==> config.mk <==
export PLATFORM = sky130hd
export DESIGN_NAME = word_serializer
export DESIGN_NICKNAME = d
export VERILOG_FILES = /design/src/rtl/word_serializer.sv
export SDC_FILE = /design/constraint.sdc
export NUM_CORES = 1
export LEC_CHECK = 0
export CAP_MARGIN = 5
export CORE_ASPECT_RATIO = 1.1
export CORE_MARGIN = 3
export CORE_UTILIZATION = 36
export DETAILED_ROUTE_END_ITERATION = 10
export REMOVE_ABC_BUFFERS = 1
export SLEW_MARGIN = 10
export SYNTH_ARGS = -nofsm -noshare
export SYNTH_HDL_FRONTEND = slang
export SYNTH_SLANG_ARGS = --single-unit
==> constraint.sdc <==
create_clock -name clk -period 3.2 [get_ports clk]
set_input_delay 0.64 -clock clk [delete_from_list [all_inputs] [get_ports clk]]
set_output_delay 0.64 -clock clk [all_outputs]
set_load 0.03 [all_outputs]
==> src/rtl/word_serializer.sv <==
// word_serializer: parallel-in, serial-out transmitter with a one-entry
// holding buffer so consecutive words leave with no idle bit slot between them.
module word_serializer #(
  parameter int unsigned WIDTH = 16
) (
  input  logic             clk,
  input  logic             reset,
  input  logic             load_valid,
  output logic             load_ready,
  input  logic [WIDTH-1:0] data_in,
  input  logic             shift_right,
  input  logic             ser_en,
  output logic             ser_out,
  output logic             ser_valid,
  output logic             frame_start,
  output logic             busy,
  output logic             done
);

  localparam int unsigned CW = $clog2(WIDTH);
  localparam logic [CW-1:0] LAST_IDX = CW'(WIDTH - 1);

  typedef enum logic {
    IDLE  = 1'b0,
    SHIFT = 1'b1
  } state_t;

  state_t           state_q, state_d;
  logic [WIDTH-1:0] shift_q, shift_d;
  logic             dir_q, dir_d;
  logic [CW-1:0]    count_q, count_d;
  logic [WIDTH-1:0] hold_q, hold_d;
  logic             hold_dir_q, hold_dir_d;
  logic             hold_full_q, hold_full_d;
  logic             ready_q;
  logic             accept_c;
  logic             last_c;
  logic             ser_out_d, ser_valid_d, frame_start_d, busy_d;

  // Ready comes from a register; reset only masks it so no word is taken while reset is held.
  assign load_ready = ready_q & ~reset;
  assign accept_c   = load_valid & load_ready;
  assign last_c     = (state_q == SHIFT) && ser_en && (count_q == LAST_IDX);

  // Next-state logic: frame sequencing, holding-buffer management and output decode.
  always_comb begin
    state_d     = state_q;
    shift_d     = shift_q;
    dir_d       = dir_q;
    count_d     = count_q;
    hold_d      = hold_q;
    hold_dir_d  = hold_dir_q;
    hold_full_d = hold_full_q;

    unique case (state_q)
      IDLE: begin
        if (accept_c) begin
          shift_d = data_in;
          dir_d   = shift_right;
          count_d = '0;
          state_d = SHIFT;
        end
      end
      SHIFT: begin
        if (ser_en) begin
          if (count_q == LAST_IDX) begin
            if (hold_full_q) begin
              shift_d     = hold_q;
              dir_d       = hold_dir_q;
              count_d     = '0;
              hold_full_d = 1'b0;
            end else if (accept_c) begin
              shift_d = data_in;
              dir_d   = shift_right;
              count_d = '0;
            end else begin
              shift_d = '0;
              count_d = '0;
              state_d = IDLE;
            end
          end else begin
            shift_d = dir_q ? {1'b0, shift_q[WIDTH-1:1]} : {shift_q[WIDTH-2:0], 1'b0};
            count_d = count_q + CW'(1);
          end
        end
        // A word arriving mid-frame waits in the buffer unless it can follow directly.
        if (accept_c && !last_c) begin
          hold_d      = data_in;
          hold_dir_d  = shift_right;
          hold_full_d = 1'b1;
        end
      end
      default: state_d = IDLE;
    endcase

    ser_valid_d   = (state_d == SHIFT);
    ser_out_d     = ser_valid_d & (dir_d ? shift_d[0] : shift_d[WIDTH-1]);
    frame_start_d = (state_d == SHIFT) && (count_d == '0);
    busy_d        = (state_d == SHIFT) || hold_full_d;
  end

  // State and registered-output update; synchronous reset aborts any frame and drops the buffer.
  always_ff @(posedge clk) begin
    if (reset) begin
      state_q     <= IDLE;
      shift_q     <= '0;
      dir_q       <= 1'b0;
      count_q     <= '0;
      hold_q      <= '0;
      hold_dir_q  <= 1'b0;
      hold_full_q <= 1'b0;
      ready_q     <= 1'b1;
      ser_out     <= 1'b0;
      ser_valid   <= 1'b0;
      frame_start <= 1'b0;
      busy        <= 1'b0;
      done        <= 1'b0;
    end else begin
      state_q     <= state_d;
      shift_q     <= shift_d;
      dir_q       <= dir_d;
      count_q     <= count_d;
      hold_q      <= hold_d;
      hold_dir_q  <= hold_dir_d;
      hold_full_q <= hold_full_d;
      ready_q     <= ~hold_full_d;
      ser_out     <= ser_out_d;
      ser_valid   <= ser_valid_d;
      frame_start <= frame_start_d;
      busy        <= busy_d;
      done        <= last_c;
    end
  end

endmodule

Word level (Yosys, flattened, before mapping)
Index checks and enable logic that the tools add are counted.
{"block": "word_totals", "reg_bits": 45, "word_cells": 58}
{"block": "classes", "n_addsub": 1, "eq_ne": 3, "mux": 26, "n_bitwise": 6, "reduce_logical": 9}
{"cell": "2-to-1 mux 16 bit", "n": 6}
{"cell": "case mux 16 bit (2 select lines)", "n": 1}
{"cell": "2-to-1 mux 1 bit", "n": 13}
{"cell": "2-to-1 mux 4 bit", "n": 3}
{"cell": "case mux 4 bit (2 select lines)", "n": 1}
{"cell": "adder 4 x 1 -> 4 bit, second input constant", "n": 1}
{"cell": "== test 4 bit, second input constant", "n": 1}
{"cell": "logical AND 1 bit", "n": 4}
{"cell": "logical NOT 4 bit", "n": 1}
{"cell": "!= test 2 bit, second input constant", "n": 2}
{"cell": "case mux 1 bit (2 select lines)", "n": 2}
{"cell": "AND reduction 2 bit", "n": 2}
{"cell": "AND 1 bit", "n": 3}
{"cell": "NOT 1 bit", "n": 3}
{"cell": "logical NOT 1 bit", "n": 1}
{"cell": "logical OR 1 bit", "n": 1}

Logic depth before layout (Yosys ltp)
Gate-level depths: netlist of the first run.
{"block": "logic_depth", "ltp_word": 10, "mapped_depth": 8, "mapped_depth_nobuf": 6}

Least setup slack after synthesis of the first run
Ideal clock, no wire load.
{"block": "synth_path", "kind": "input-to-reg", "from": "input reset", "to": "register hold_dir_q", "setup_time_ns": 0.128, "arrival_time_ns": 1.938, "t_required_ns": 3.072, "path_slack_ns": 1.134, "cell_stages": 7, "path_cell_list": "buf_6 nor2b_1 nand3_1 buf_6 buf_6 mux2i_1 nor2_1"}
{"block": "synth_between", "elab_chain_len": 5}
{"item": "from (decl)", "line_no": "7", "rtl": "input logic reset,"}
{"item": "NOT 1 bit", "line_no": "41", "rtl": "assign load_ready = ready_q & ~reset;"}
{"item": "AND 1 bit", "line_no": "41"}
{"item": "net load_ready", "line_no": "9", "rtl": "output logic load_ready,"}
{"item": "AND 1 bit", "line_no": "42", "rtl": "assign accept_c = load_valid & load_ready;"}
{"item": "logical AND 1 bit", "line_no": "87", "rtl": "if (accept_c && !last_c) begin"}
{"item": "AND reduction 2 bit (no source line)"}
{"item": "to (signal assigned)", "line_no": "124", "rtl": "hold_dir_q <= hold_dir_d;"}
{"item": "to (decl)", "line_no": "33", "rtl": "logic hold_dir_q, hold_dir_d;"}
The timed path passes the listed nets, and every way through them passes these cells.
A chain may end at the register's enable or synchronous reset.

Worst setup path in the final report of the first run
{"block": "layout_path", "from": "input reset", "to": "output load_ready"}
{"block": "layout_between", "elab_chain_len": 2}
{"item": "NOT 1 bit", "line_no": "41"}
{"item": "AND 1 bit", "line_no": "41"}
{"item": "to (decl)", "line_no": "9"}
Every way passes these cells.

==> metrics.md, run 1 <==
| Metric | Value |
|---|---|
| Max-capacitance violation count | 0 |
| Crit Path Max Fanout | 7 |
| DP Area | about 2600 um^2 |
| Number of global-route vias before repair | 1,936 |
| CTS Buf Count | 5 |
| Slew Limit Headroom | 34.4% |
| Setup violators final | 0 |
| Flops & latches, synth | 45 |
| RSZ-0062 raised after global routing | no |
| Number of buffers added for setup after CTS | 0 |
| Clk buf depth | 2 |
| Largest net degree at the start of global routing | 39 |
| Worst min-delay path class | register to register |
| Finished Core Util | a little over two fifths |
| Global route overflow | 0 |
| Fin Setup TNS | 0 ps |
| Worst Setup Start Kind | input pin |
| GRT Total Usage | 14.8% |
| Post-synth top area share | 37.9% |
| Worst Path Required | 2560 ps |
| Layout cells sized above 1 | 8.19% |
| Area contributors post-synth | dfxtp_1 (38%), mux2i_1 (15%), nor2_1 (5.7%), a221oi_1 (4.8%), nand2_1 (4.1%) |
| Port bufs | 26 |
| Crit end category | output pin |
| PD cells | 442 nW/um^2 |
| First-pass GRT wire length | roughly 9.6 mm |
| Initial antenna violation count | 0 |
| CTS tree | done |
| DP HPWL | about 3.8 mm |
| Via count | 1,996 |
| Setup Crit Path Kind | input pin to output pin |
| CTS H-tree depth | 2 |
| Skew final | around 5.3 ps |
| Boundary pin count | 27 |
| Post-Syn Instances | 263 |
| Number of inserted diodes | 0 |
| Fillers | 621 |
| Final hold viol count | 0 |
| Nets@finish | 302 |
| Area grow syn2layout | 14.1% |
| Initial Util | 37.9% |
| Drt first pass iters | 5 |
| Sequential-to-total area share from yosys stat | 37.9% |
| Arr. time, crit path | between 1500 and 2000 ps |
| CORE AREA | 6270 um^2 |
| Row count | 30 |
| RD Place Congestion | 0.846 |
| Status | finished clean |
| Leading cell type in the layout, fill and taps excluded | dfxtp_1 |
| Mean Syn Cell Area | ~9 um^2 |
| Final Max Slew Viols | 0 |
| Die height | 91.2 um |
| Hold buffers post-CTS | 0 |
| Clock transition at the registers of the reported paths | 80 ps |
| Wirelength per Cell | 15.3 um |
| PostCTS Resize Cnt | 0 |
| Chip width | about 83 um |
| Clock sinks | 45 |
| Fin crit share | 72.7% |
| Syn Std Cell Area | 2380 um^2 |
| Synth area leader | dfxtp_1 |
| CTS Root Cell | clkbuf_8 |
| Maximum clock frequency | 430 MHz |
| DR iter-0 viols | 143 |
| Yosys warning total | 0 |
| Fin crit period | 2330 ps |
| Clk_lat worst skew | between 200 and 300 ps |
| Die area | 7610 um^2 |
| Fin area | approximately 2700 um^2 |
| VDD IR max | 325 uV |
| DRT antenna net count | 0 |
| Pleak | ~1.1 nW |
| Count of unique library cells instantiated by Yosys | 38 |
| Via/cell ratio | 5.53 |
| Least-Margin Pin Slew | 982 ps |
| Post-Route WL | 5.54 mm |
| DRC viols | 0 |
| Highest-count cells in the layout ignoring fill and taps | dfxtp_1 (45), mux2i_1 (36), nor2_1 (36) |
-- stage by stage --
stage	power (mW)	hold slack, ps	instances	setup WS (ps)
floorplan	0.770	438	241	776
CTS	1.21	483	361	872
finish	1.20	476	361	874
global placement	0.866	469	353	690
global route	1.25	501	361	761
detailed placement	0.868	474	353	676
-- sequential cells by signal (all words and copies together) (netlist names) --
signal,cells
ready_q,1
ser_out,1
done,1
dir_q,1
busy,1
hold_dir_q,1
hold_q,16
state_q,1
shift_q,16
hold_full_q,1
count_q,4
frame_start,1
-- where the power goes --
| part | internal, mW | switching [mW] | total (mW) |
|---|---|---|---|
| Clock | 0.156 | 0.188 | 0.344 |
| Combinational | 0.107 | 0.119 | 0.225 |
| Sequential | 0.593 | 0.0354 | 0.629 |
-- worst paths after layout --
kind | start | to | slack (ps) | depth (start not counted)
max | reset | load_ready | 870 | 3
min | shift_q[4] | shift_q[4] | 480 | 2
max reg2reg | count_q[0] | shift_q[13] | 1120 | 6
min reg2reg | shift_q[4] | shift_q[4] | 480 | 2
-- critical path, stage by stage --
cell	delay, ps
clkdlybuf4s50_1	550
nor2b_1	280
buf_4	210
-- cells by family after synthesis --
kind of cell / Yosys count / synth area share (%)
DFF: 45 / 37.9
and+or+nand+nor: 92 / 18.6
AOI/OAI and AO/OA: 62 / 20.7
adders and majority gates: 1 / 0.527
buffers and inverters: 27 / 7.06
muxes: 36 / 15.2
-- cells in the mapped netlist, drive strengths merged --
cell	number
o31a	1
nand2	26
a21o	1
a22o	5
inv	5
o221a	1
nand3b	1
a311oi	7
nand3	6
nor3	3
mux2i	36
a211oi	2
nand4	3
o21ai	2
nor2b	8
a221oi	18
and2	3
a31oi	2
a21oi	19
o32ai	1
nor2	37
nor4bb	1
clkbuf	7
a22oi	1
dfxtp	45
and3	2
ha	1
nor4	1
nand2b	1
a2111oi	2
buf	15
-- routing by layer --
metal | vias to the layer above | global-route usage (%) | routed length (um)
met2 | 34 | 24.9 | 2610
met5 | - | 0 | 0
met3 | 2 | 2.81 | 197
li1 | 994 | - | -
met1 | 966 | 20.2 | 2710
met4 | 0 | 2.41 | 29
-- final cells by class --
| type | count | area [um^2] | area share, % |
|---|---|---|---|
| multi-input combinational | 191 | 1310 | 48.2 |
| sequential | 45 | 901 | 33.2 |
| timing repair buffer | 32 | 303 | 11.2 |
| tap | 80 | 100 | 3.69 |
| clock buffer | 8 | 80.1 | 2.95 |
| inverter | 5 | 18.8 | 0.693 |
Note: power is estimated with default switching activity, not from simulation.
==> run 2: changes to the inputs <==
==> constraint.sdc (replaced) <==
create_clock -name clk -period 2.4 [get_ports clk]
set_input_delay 0.48 -clock clk [delete_from_list [all_inputs] [get_ports clk]]
set_output_delay 0.48 -clock clk [all_outputs]
set_load 0.03 [all_outputs]
==> run 2 against run 1 <==
Effect of this change:
- global-route usage up 0.45 points
- sequential power increased by 33%
- clock skew increased by 3.8 ps
- count of clock-buffer cells in the layout down 3
- sequential cell count is the same
- critical path depth down 2
- final area up 4.7%
- register-to-register slack worse by 640 ps
- core utilization increased by 2.0 points
- via count shrank 0.25%
- die area is the same
==> metrics.md, run 2 (same netlist as run 1, synthesis figures left out) <==
| Metric | Value |
|---|---|
| Clock transition at the registers of the reported paths | 100 ps (was 80 ps) |
| Hold buffers post-CTS | 0 (unchanged) |
| Row count | 30 (unchanged) |
| DRT antenna net count | 0 (unchanged) |
| Die area | 7610 um^2 (unchanged) |
| CTS Root Cell | clkbuf_8 (unchanged) |
| Fillers | 609 (was 621) |
| Clock sinks | 45 (unchanged) |
| Multi-input logic area | 1310 um^2 (unchanged) |
| Final hold viol count | 0 (unchanged) |
| Arr. time, crit path | 1630 ps (was 1690 ps) |
| Crit end category | output pin (unchanged) |
| Final Max Slew Viols | 0 (unchanged) |
| RSZ-0062 raised after global routing | no (unchanged) |
| Slowest-stage cell, CP | clkdlybuf4s50_1 (unchanged) |
| Number of global-route vias before repair | 1,847 (was 1,936) |
| Setup violators final | 0 (unchanged) |
| Top delay family on crit path | buffers and inverters (unchanged) |
| Status | finished clean (unchanged) |
| CTS Buf Count | 5 (unchanged) |
| Drt first pass iters | 4 (was 5) |
| Boundary pin count | 27 (unchanged) |
| VDD IR max | 297 uV (was 325 uV) |
| Setup Crit Path Kind | register to output pin (was input pin to output pin) |
| Initial Util | 37.9% (unchanged) |
| Buf/Inv on CP | 1 (was 2) |
| Via/cell ratio | 5.43 (was 5.53) |
| RD Place Congestion | 0.910 (was 0.846) |
| Nets@finish | 308 (was 302) |
| Largest net degree at the start of global routing | 30 (was 39) |
| Fin crit share | 87.8% |
| Cell-by-cell trace of the critical path | clkdlybuf4s50_1 (was clkdlybuf4s50_1 > nor2b_1 > buf_4) |
| Worst min-delay path class | register to register (unchanged) |
| Number of inserted diodes | 0 (unchanged) |
| PostCTS Resize Cnt | 0 (unchanged) |
| CTS H-tree depth | 2 (unchanged) |
| Clk buf depth | 2 (unchanged) |
| Skew final | 9.07 ps (was 5.30 ps) |
| Hold slack | 482 ps (was 476 ps) |
| Crit Path Max Fanout | 10 (was 7) |
| DP HPWL | 3.95 mm (was 3.79 mm) |
| Port bufs | 26 (unchanged) |
| Maximum clock frequency | ~470 MHz |
| Via count | 1,991 (was 1,996) |
| Fin Setup TNS | 0 ps (unchanged) |
| DRC viols | 0 (unchanged) |
| First-pass GRT wire length | 9.47 mm (was 9.56 mm) |
| PD cells | 655 nW/um^2 (was 442 nW/um^2) |
| Slew Limit Headroom | 69.3% (was 34.4%) |
| Fin area | 2840 um^2 (was 2710 um^2) |
| Leading cell type in the layout, fill and taps excluded | dfxtp_1 (unchanged) |
| Number of buffers added for setup after CTS | 0 (unchanged) |
| Die height | 91.2 um (unchanged) |
| GRT Total Usage | 15.3% (was 14.8%) |
| Area grow syn2layout | 19.4% (was 14.1%) |
| Highest-count cells in the layout ignoring fill and taps | dfxtp_1 (45), mux2i_1 (36), nor2_1 (36) (unchanged) |
| Initial antenna violation count | 0 (unchanged) |
| Worst Setup Start Kind | register (was input pin) |
| Wirelength per Cell | 15.2 um (was 15.3 um) |
| DR iter-0 viols | 157 (was 143) |
| Worst Path Required | 1920 ps (was 2560 ps) |
| Max-capacitance violation count | 0 (unchanged) |
| Layout cells sized above 1 | 11.1% (was 8.19%) |
| DP Area | 2700 um^2 (was 2630 um^2) |
| Sequential cell area | 901 um^2 (unchanged) |
| Finished Core Util | 45.3% (was 43.2%) |
| Power, Total | 1.86 mW (was 1.20 mW) |
| Post-Route WL | 5.58 mm (was 5.54 mm) |
| Fin crit period | approximately 2100 ps |
| Least-Margin Pin Slew | 460 ps (was 982 ps) |
| Worst stage delay on the critical path | 750 ps (was 550 ps) |
| Chip width | 83.5 um (unchanged) |
| Biggest regs | hold_q x16, shift_q x16, count_q x4 (unchanged) |
| Global route overflow | 0 (unchanged) |
| CTS tree | done (unchanged) |
| Clk_lat worst skew | 310 ps (was 290 ps) |
| CORE AREA | 6270 um^2 (unchanged) |
| Pleak | 1.16 nW (was 1.10 nW) |
[run 2: cell count changes in the layout (fill, tap and decap cells not counted)]
cell       change
buf_12         +2
buf_4          +4
bufinv_16      +2
clkbuf_1       -3
inv_6          +1
[run 2: final timing paths]
check	cells after the start	startpoint	end	slack, ps
worst max-delay path	1	state_q	ser_valid	290
worst max register to register	7	count_q[0]	busy	480
worst min register to register	2	shift_q[4]	shift_q[4]	480
worst min-delay path	2	shift_q[4]	shift_q[4]	480
[run 2: per-layer routing]
layer  up-vias  GRT usage (%)  routed length [um]
met2        45           23.1                2560
met1       920           21.0                2660
met4         0           6.57                 148
met5         -              0                   0
met3        14           3.18                 221
li1       1012              -                   -
[run 2: cell type report]
class,instances,area share (%)
Sequential cell,45,31.7
Inverter,5,0.661
Timing Repair Buffer,38,13.1
Tap cell,80,3.53
Clock inverter,3,2.43
Clock buffer,5,2.43
Multi-Input combinational cell,191,46.1
[run 2: through the flow]
step	setup slack [ps]	cells
global placement	162	359
CTS	301	367
detailed placement	133	359
global route	242	367
floorplan	136	241
finish	294	367
[run 2: power by group]
group	switching (mW)	internal [mW]
Clock	0.287	0.419
Sequential	0.0424	0.791
Combinational	0.165	0.155
Total	0.494	1.37
